File: src/rtl/mux4_rr_arbiter.sv
// Round-robin arbiter steering a shared 4:1 mux: registered one-hot grant plus binary select.
// Optional owner preemption after MAX_HOLD cycles is compiled in with `define ARB_TIMEOUT_EN.
module mux4_rr_arbiter #(
   parameter int MAX_HOLD = 8
) (
   input  logic       clk,
   input  logic       rst_n,
   input  logic [3:0] req,
   output logic [3:0] gnt,
   output logic [1:0] sel,
   output logic       busy
);

   typedef enum logic {IDLE, OWN} state_t;

   state_t     state;
   logic [1:0] ptr;
   logic [2:0] rel_pick;
   logic       do_grant;
   logic       do_idle;
   logic [1:0] win;

   if (MAX_HOLD < 2 || MAX_HOLD > 255) begin : g_bad_max_hold
      $error("MAX_HOLD out of range 2..255");
   end

   // {found, index} of the first set bit of r searching upward from p, wrapping 3->0.
   function automatic logic [2:0] pick(input logic [3:0] r, input logic [1:0] p);
      logic [2:0] res;
      logic [1:0] idx;
      res = 3'b000;
      for (int k = 3; k >= 0; k--) begin
         idx = p + 2'(k);
         if (r[idx]) res = {1'b1, idx};
      end
      return res;
   endfunction

   assign rel_pick = pick(req, ptr);

`ifdef ARB_TIMEOUT_EN
   localparam logic [7:0] HOLD_LAST = 8'(MAX_HOLD - 1);
   logic [7:0] hold_cnt;
   logic [2:0] preempt_pick;
   // In OWN, gnt is the owner's one-hot, so masking it out leaves only the challengers.
   assign preempt_pick = pick(req & ~gnt, ptr);
`endif

   always_comb begin
      do_grant = 1'b0;
      do_idle  = 1'b0;
      win      = rel_pick[1:0];
      case (state)
         IDLE: do_grant = rel_pick[2];
         OWN: begin
            if (!req[sel]) begin
               if (rel_pick[2]) do_grant = 1'b1;
               else             do_idle  = 1'b1;
            end
`ifdef ARB_TIMEOUT_EN
            else if (hold_cnt == HOLD_LAST && preempt_pick[2]) begin
               do_grant = 1'b1;
               win      = preempt_pick[1:0];
            end
`endif
         end
         default: do_idle = 1'b1;
      endcase
   end

   always_ff @(posedge clk) begin
      if (!rst_n) begin
         state <= IDLE;
         gnt   <= 4'b0000;
         sel   <= 2'b00;
         busy  <= 1'b0;
         ptr   <= 2'b00;
`ifdef ARB_TIMEOUT_EN
         hold_cnt <= 8'd0;
`endif
      end else if (do_grant) begin
         state <= OWN;
         gnt   <= 4'b0001 << win;
         sel   <= win;
         busy  <= 1'b1;
         ptr   <= win + 2'd1;
`ifdef ARB_TIMEOUT_EN
         hold_cnt <= 8'd0;
`endif
      end else if (do_idle) begin
         // sel deliberately keeps the last owner so the mux output stays stable while idle.
         state <= IDLE;
         gnt   <= 4'b0000;
         busy  <= 1'b0;
      end
`ifdef ARB_TIMEOUT_EN
      else if (state == OWN && hold_cnt != HOLD_LAST) begin
         hold_cnt <= hold_cnt + 8'd1;
      end
`endif
   end

endmodule
File: config.mk
export PLATFORM = sky130hd
export DESIGN_NAME = mux4_rr_arbiter
export DESIGN_NICKNAME = d
export VERILOG_FILES = /design/src/rtl/mux4_rr_arbiter.sv
export SDC_FILE = /design/constraint.sdc
export NUM_CORES = 1
export LEC_CHECK = 0
export CORE_AREA = 2 2 39 41
export CTS_CLUSTER_SIZE = 20
export DETAILED_ROUTE_END_ITERATION = 10
export DIE_AREA = 0 0 41 43
export GPL_ROUTABILITY_DRIVEN = 0
export GPL_TIMING_DRIVEN = 0
export PLACE_DENSITY = 0.65
export REMOVE_ABC_BUFFERS = 1
export SLEW_MARGIN = 20
export SYNTH_ARGS = -nofsm -noshare
export SYNTH_HDL_FRONTEND = slang
export SYNTH_SLANG_ARGS = --single-unit
File: constraint.sdc
create_clock -name clk -period 2.5 [get_ports clk]
set_input_delay 0.625 -clock clk [delete_from_list [all_inputs] [get_ports clk]]
set_output_delay 0.625 -clock clk [all_outputs]
set_load 0.02 [all_outputs]
* Word level (Yosys, flattened, before mapping)
Index checks and enable logic that the tools add are counted.
** Word-level totals
- Flip-flop bits (word level) :: 9
- Output and inout bits :: 7
** Operators by class
- Add/subtract/negate cells :: 4
- Magnitude comparators :: 5
- Shifts and indexed selects :: 1
- Muxes and demuxes :: 24
- Bitwise gates (word level) :: 1
- Reductions and logical operators :: 1
** Operator list (number)
- < comparator 2 x 3 -> 1 bit, second input constant :: 5
- two-way mux 1 bit :: 12
- two-way mux 3 bit :: 4
- binary-select mux 1 bit (select 2 bit) :: 5
- two-way mux 4 bit :: 2
- adder 2 x 1 -> 2 bit, second input constant :: 2
- adder 2 bit, second input constant :: 2
- << shifter 1 x 2 -> 4 bit, first input constant :: 1
- case mux 1 bit (2 select lines) :: 1
- nonzero test 2 bit :: 1
- inverter 1 bit :: 1

* Depth between registers and ports, before layout
Gate-level depths: netlist (run 1).
- Depth in word-level cells :: 12
- Depth in mapped cells :: 6
- Mapped depth without buffers :: 5

* Worst setup path after synthesis (run 1)
OpenSTA, ideal clock, no wires.
- Kind :: input-to-reg
- From :: input req[1]
- To :: register gnt[1]
- Data arrival time :: 1720 ps
- Required time :: 2383 ps
- Path slack :: 663 ps
- Cell stages on the path :: 5
- Path buffers :: 1
- Cells stage by stage :: or4_4 -> and2_4 -> buf_6 -> and3_1 -> a22o_1
** Between the ends
- Cells in the longest elaborated chain, start to end :: 10
** Ends and longest elaborated chain
- from (decl) :: RTL line 8 : input logic [3:0] req,
- binary-select mux 1 bit (select 2 bit) :: RTL line 34 : if (r[idx]) res = {1'b1, idx};
- two-way mux 1 bit (implied by the code) :: RTL line 34
- two-way mux 3 bit (4 in series) :: RTL line 34
- two-way mux 1 bit :: RTL line 57 : if (rel_pick[2]) do_grant = 1'b1;
- two-way mux 1 bit :: RTL line 56 : if (!req[sel]) begin
- case mux 1 bit (2 select lines) / two-way mux 1 bit (equally long branches) :: RTL line 53 : case (state)
- two-way mux 4 bit / nonzero test 2 bit (equally long branches)
- to (signal assigned) :: RTL line 83 : gnt <= 4'b0001 << win;
- to (decl) :: RTL line 9 : output logic [3:0] gnt,
Parallel ways exist; a longest one is shown, timed or not. The select of a mux whose other input is x is not followed.
A chain may end at the register's enable or synchronous reset.

* Final worst setup path (run 1)
- From :: input req[0]
- To :: register gnt[1]
The elaborated chain is that of the path after synthesis.

==> results of run 1 <==
-- placed cells by master, fill, tap and decap left out, types with 2 or more instances in the layout --
| master | instances |
|---|---|
| clkdlybuf4s50_1 | 12 |
| nor2_1 | 3 |
| clkbuf_4 | 3 |
| nand2_1 | 4 |
| a21oi_1 | 4 |
| a21boi_1 | 3 |
| dfxtp_1 | 9 |
| o21ai_0 | 2 |
| nand2b_1 | 4 |
-- stage by stage --
stage / hold slack [ns] / power (mW)
floorplan: 0.494 / 0.256
global placement: 0.443 / 0.303
detailed placement: 0.448 / 0.304
CTS: 0.456 / 0.415
global route: 0.489 / 0.437
finish: 0.447 / 0.409
-- sequential cells by signal, summed over array words and instances (netlist names) --
name   flops
ptr        2
gnt        4
state      1
sel        2
-- layout make-up --
cell class,count,area [sq um]
well taps,16,20.0
fillers,139,779
multi-input cells,37,254
repair buffers,12,120
clock buffers,4,26.3
flip-flops and latches,9,180
inverters,1,3.75
-- cells in the mapped netlist (2+ instances only) --
cell type | n | share of area
nor2_1 | 3 | 0.025
dfxtp_1 | 9 | 0.40
o21ai_0 | 2 | 0.022
a21oi_1 | 4 | 0.044
nand2b_1 | 4 | 0.055
nand2_1 | 4 | 0.033
a21boi_1 | 3 | 0.050
-- layer usage --
layer / global-route usage / vias up / share of wire
li1: - / 207 / -
met1: 0.173 / 182 / 0.54
met2: 0.113 / 14 / 0.39
met3: 0.0628 / 0 / 0.068
met4: 0.0400 / 0 / 0
met5: 0 / - / 0
-- power breakdown --
part	internal (mW)	switching, mW	total [mW]
combinational	0.0638	0.0601	0.124
clock	0.0612	0.0465	0.108
sequential	0.162	0.0150	0.177
total	0.287	0.122	0.409
-- worst max-delay path: stages --
cell and delay, ns:
clkdlybuf4s50_1 0.50, mux4_2 0.48, nand2_1 0.11, o21ai_0 0.11, and2_1 0.21, a22o_1 0.23
-- how the worst min path moves through the flow --
stage	startpoint	end	slack (ns)	depth (start not counted)
after CTS	gnt[0]	gnt[0]	0.46	2
after detailed placement	gnt[0]	gnt[0]	0.45	2
final	gnt[0]	gnt[0]	0.45	2
after global placement	gnt[0]	gnt[0]	0.44	2
after global routing	gnt[0]	gnt[0]	0.49	2
after floorplan	ptr[0]	ptr[0]	0.49	1
-- logic make-up (layout without fill, tap and decap cells) --
kind of cell | after synthesis | in the layout | share of synthesized area
AOI/OAI and AO/OA | 15 | 15 | 0.229
xor gates and xnor gates | 1 | 1 | 0.0193
buffers and inverters | 3 | 17 | 0.0414
DFF | 9 | 9 | 0.398
muxes | 2 | 2 | 0.0718
and+or+nand+nor | 19 | 19 | 0.240
==> qor.txt, run 1 <==
Outcome: finished clean
IO Pins: 13
Clk sink count: 9
Worst-path clk slew: 0.06 ns
Worst VDD drop: 291 uV
Diodes inserted: 0
Post-synth EDFFs: 0
Vias in the first global route: 312
Final Hold Fails: 0
Period utilisation layout: 0.851
CTS tree: built
Worst setup path end: gnt[1]
Reg2Reg Setup Slack: 0.81 ns
Cell variety after synth: 27
Largest net degree at the start of global routing: 11
Grt ovf: 0
Final instance area: 604 sq um
Synth Register Bits: 9
Placed cells: 75
Final core utilization: 0.437
Maximum clock rate: 470 MHz
Port Buffer Count: 12
Die area: 1760 sq um
DR pass1 iterations: 4
CTS Root Cell: clkbuf_4
Post-CTS sizing: 0
Ys Warns: 0
Crit. Startpoint: req[0]
Row cnt: 14
Crit path kind: input pin to flip-flop
R2r worst-path depth: 5
Final Non-Filler Cells: 79
Ys async rst share: 0
Final setup fails: 0
Mean Syn Cell Area: 9.24 sq um
Crit path DAT: 2.28 ns
Crit Path Max Fanout: 6
Die Ht: 43 um
Fin. max-slew vios: 0
Synth-to-layout area growth: 33.4%
P_leak: 0.231 nW
Max_cap viols: 0
Post-DP Area: 578 sq um
Ys flop type: dfxtp_1
H-tree Lvls: 1
RSZ-0062 raised after global routing: no
Syn Inst Count: 49
Fin crit period: 2.13 ns
Fin nets: 70
CP endpoint kind: flip-flop
Initial Util: 0.327
Setup crit start kind: input pin
CP required: 2.65 ns
Post-CTS Setup Bufs: 0
CTS Buf Count: 3
PwrDens: 676 nW/um^2
Skew-Pair Late Insertion Delay: 0.25 ns
Clk buf depth: 2
Worst slew pin tran: 0.633 ns
Skew final: 0.00309 ns
Worst Setup Slack, final: 0.373 ns
Pre-CTS setup slack: 0.114 ns
Initial antenna violation count: 0
Vias: 403
Detailed Place HPWL: 639 um
Hold_buf cts: 0
Iter 0 DRT Violations: 12
RR Endpoint: gnt[2]
Routed Antenna Nets: 0
Synthesized cell area: 453 sq um
WL/cell: 10.9 um
Seq/Total Area, Yosys: 0.398
TNS Setup: 0 ns
Slew margin rel.: 0.575
Min-Delay Path Class: flip-flop to flip-flop
First-pass GRT wire length: 1300 um
Core Area: 1380 sq um
Drc violations: 0
Final wirelength: 865 um
Total GRT Usage: 0.108
Die Wd: 41 um
Vias/cell: 5.10
Layout cell share with drive strength beyond 1: 0.111
RR Startpoint: ptr[1]
(Power assumes the default switching activity.)
==> inputs of run 2 (changes only) <==
--- a/config.mk
+++ b/config.mk
@@ -5,10 +5,10 @@
 export SDC_FILE = /design/constraint.sdc
 export NUM_CORES = 1
 export LEC_CHECK = 0
-export CORE_AREA = 2 2 39 41
+export CORE_AREA = 5 5 42 44
 export CTS_CLUSTER_SIZE = 20
 export DETAILED_ROUTE_END_ITERATION = 10
-export DIE_AREA = 0 0 41 43
+export DIE_AREA = 0 0 47 49
 export GPL_ROUTABILITY_DRIVEN = 0
 export GPL_TIMING_DRIVEN = 0
 export PLACE_DENSITY = 0.65
==> constraint.sdc (replaced) <==
create_clock -name clk -period 2.5 [get_ports clk]
set_input_delay 0.625 -clock clk [delete_from_list [all_inputs] [get_ports clk]]
set_output_delay 0.625 -clock clk [all_outputs]
set_load 0.05 [all_outputs]
==> run 2 against run 1 <==
  * Combinational power increased by 22%
  * Hold slack improved by 0.0071 ns
  * Largest power group unchanged
  * Count of clock-buffer cells in the layout unchanged
==> qor.txt, run 2 (same netlist as run 1, synthesis figures left out) <==
Outcome: finished clean
WHS: 0.454 ns
Fin crit period: 2.13 ns
Routed Antenna Nets: 0
Post-CTS Setup Bufs: 0
Most common cell after layout, fill and taps aside: clkdlybuf4s50_1
Final Non-Filler Cells: 79
Top Registers: gnt: 4 flops, ptr: 2 flops, sel: 2 flops
CP Cell Sequence: clkdlybuf4s50_1 > mux4_2 > nand2_1 > o21ai_0 > and2_1 > a22o_1
Iter 0 DRT Violations: 2
P_leak: 0.231 nW
Max_cap viols: 0
Die area: 2300 sq um
Worst Setup Slack, final: 0.373 ns
Maximum clock rate: 470 MHz
Setup crit start kind: input pin
Crit path kind: input pin to flip-flop
CTS Root Cell: clkbuf_4
Sequential share of power: 0.407
Most flop-heavy register: gnt
Clk buf depth: 2
Crit Path Max Fanout: 6
CTS tree: built
Worst-path clk slew: 0.05 ns
Synth-to-layout area growth: 33.4%
Fin. max-slew vios: 0
Clk sink count: 9
Worst slew pin tran: 0.590 ns
WL/cell: 10.9 um
Largest net degree at the start of global routing: 11
RSZ-0062 raised after global routing: no
Final Hold Fails: 0
Layout cell share with drive strength beyond 1: 0.111
Vias in the first global route: 375
H-tree Lvls: 1
Skew-Pair Late Insertion Delay: 0.25 ns
IO Pins: 13
Total GRT Usage: 0.0954
Crit path DAT: 2.27 ns
Period utilisation layout: 0.851
First-pass GRT wire length: 1590 um
CP bufs+invs: 1
Vias: 391
Core Area: 1400 sq um
Detailed Place HPWL: 674 um
Clock power share: 0.245
CP endpoint kind: flip-flop
Initial Util: 0.323
Port Buffer Count: 12
Min-Delay Path Class: flip-flop to flip-flop
Grt ovf: 0
Slowest cell delay on critical path: 0.50 ns
Max reg flops: 4
CP required: 2.64 ns
Slew margin rel.: 0.604
DR pass1 iterations: 4
Placed cells: 75
Crit-path leading delay family: buffers and inverters
Fin nets: 70
Switching fraction of total power: 0.339
Hold_buf cts: 0
Worst VDD drop: 439 uV
Gate power share: 0.348
Psw: 0.147 mW
Highest-delay cell along the critical path: clkdlybuf4s50_1
GR Util met1: 0.111
Diodes inserted: 0
CTS Buf Count: 3
Die Wd: 47 um
Met3 GRT Util: 0.0664
Int Power: 0.287 mW
TNS Setup: 0 ns
Row cnt: 14
Skew final: 0.00345 ns
Final wirelength: 865 um
Drc violations: 0
PwrDens: 718 nW/um^2
Final setup fails: 0
Initial antenna violation count: 0
Filler cells: 150
GR Util met2: 0.145
Die Ht: 49 um
Post-CTS sizing: 0
Pre-CTS setup slack: 0.106 ns
Vias/cell: 4.95
Most frequent cells in the layout: clkdlybuf4s50_1, dfxtp_1, nand2_1, a21oi_1, nand2b_1
GRT busiest layer: met2
run 2: per-layer routing:
| layer | part of all wire | wire (um) | vias to the layer above |
|---|---|---|---|
| met5 | 0 | 0 | - |
| met4 | 0.012 | 10 | 0 |
| met3 | 0.062 | 54 | 2 |
| met2 | 0.46 | 394 | 7 |
| met1 | 0.47 | 405 | 179 |
| li1 | - | - | 203 |
run 2: power groups by stage:
stage                     clock [mW]  combinational, mW  sequential [mW]
final                          0.106              0.151            0.177
after global routing           0.124              0.164            0.181
after CTS                      0.113              0.153            0.177
after detailed placement           0              0.152            0.180
after global placement             0              0.151            0.180
after floorplan                    0             0.0630            0.221
run 2: cell type report:
type / instances / area, sq um / share of cell area
clock buffers: 4 / 26.3 / 0.0435
inverters: 1 / 3.75 / 0.00621
flip-flops and latches: 9 / 180 / 0.298
multi-input cells: 37 / 254 / 0.420
well taps: 16 / 20.0 / 0.0331
repair buffers: 12 / 120 / 0.199
run 2: final timing paths:
check / startpoint / endpoint / slack, ns / cells after the start
setup reg to reg: ptr[1] / gnt[2] / 0.86 / 5
setup / recovery: req[0] / gnt[1] / 0.37 / 6
hold / removal: gnt[0] / gnt[0] / 0.45 / 2
hold reg to reg: gnt[0] / gnt[0] / 0.45 / 2
run 2: through the flow:
stage	power (mW)	util	cell area (sq um)
CTS	0.443	0.431	604
floorplan	0.284	-	438
global route	0.469	0.431	604
detailed placement	0.333	0.413	578
finish	0.434	0.431	604
global placement	0.331	0.413	578
run 2: tightest hold or removal path: stages (launching register included):
cell	delay (ns)
dfxtp_1	0.31
nand2_1	0.05
a21boi_1	0.05
==> inputs of run 3 (changes only) <==
--- a/config.mk
+++ b/config.mk
@@ -6,7 +6,7 @@
 export NUM_CORES = 1
 export LEC_CHECK = 0
 export CORE_AREA = 5 5 42 44
-export CTS_CLUSTER_SIZE = 20
+export CTS_CLUSTER_SIZE = 28
 export DETAILED_ROUTE_END_ITERATION = 10
 export DIE_AREA = 0 0 47 49
 export GPL_ROUTABILITY_DRIVEN = 0
@@ -17,3 +17,4 @@
 export SYNTH_ARGS = -nofsm -noshare
 export SYNTH_HDL_FRONTEND = slang
 export SYNTH_SLANG_ARGS = --single-unit
+export TNS_END_PERCENT = 20
==> results of run 3 <==
No change in the layout: final DEF, timing and power equal those of run 2.
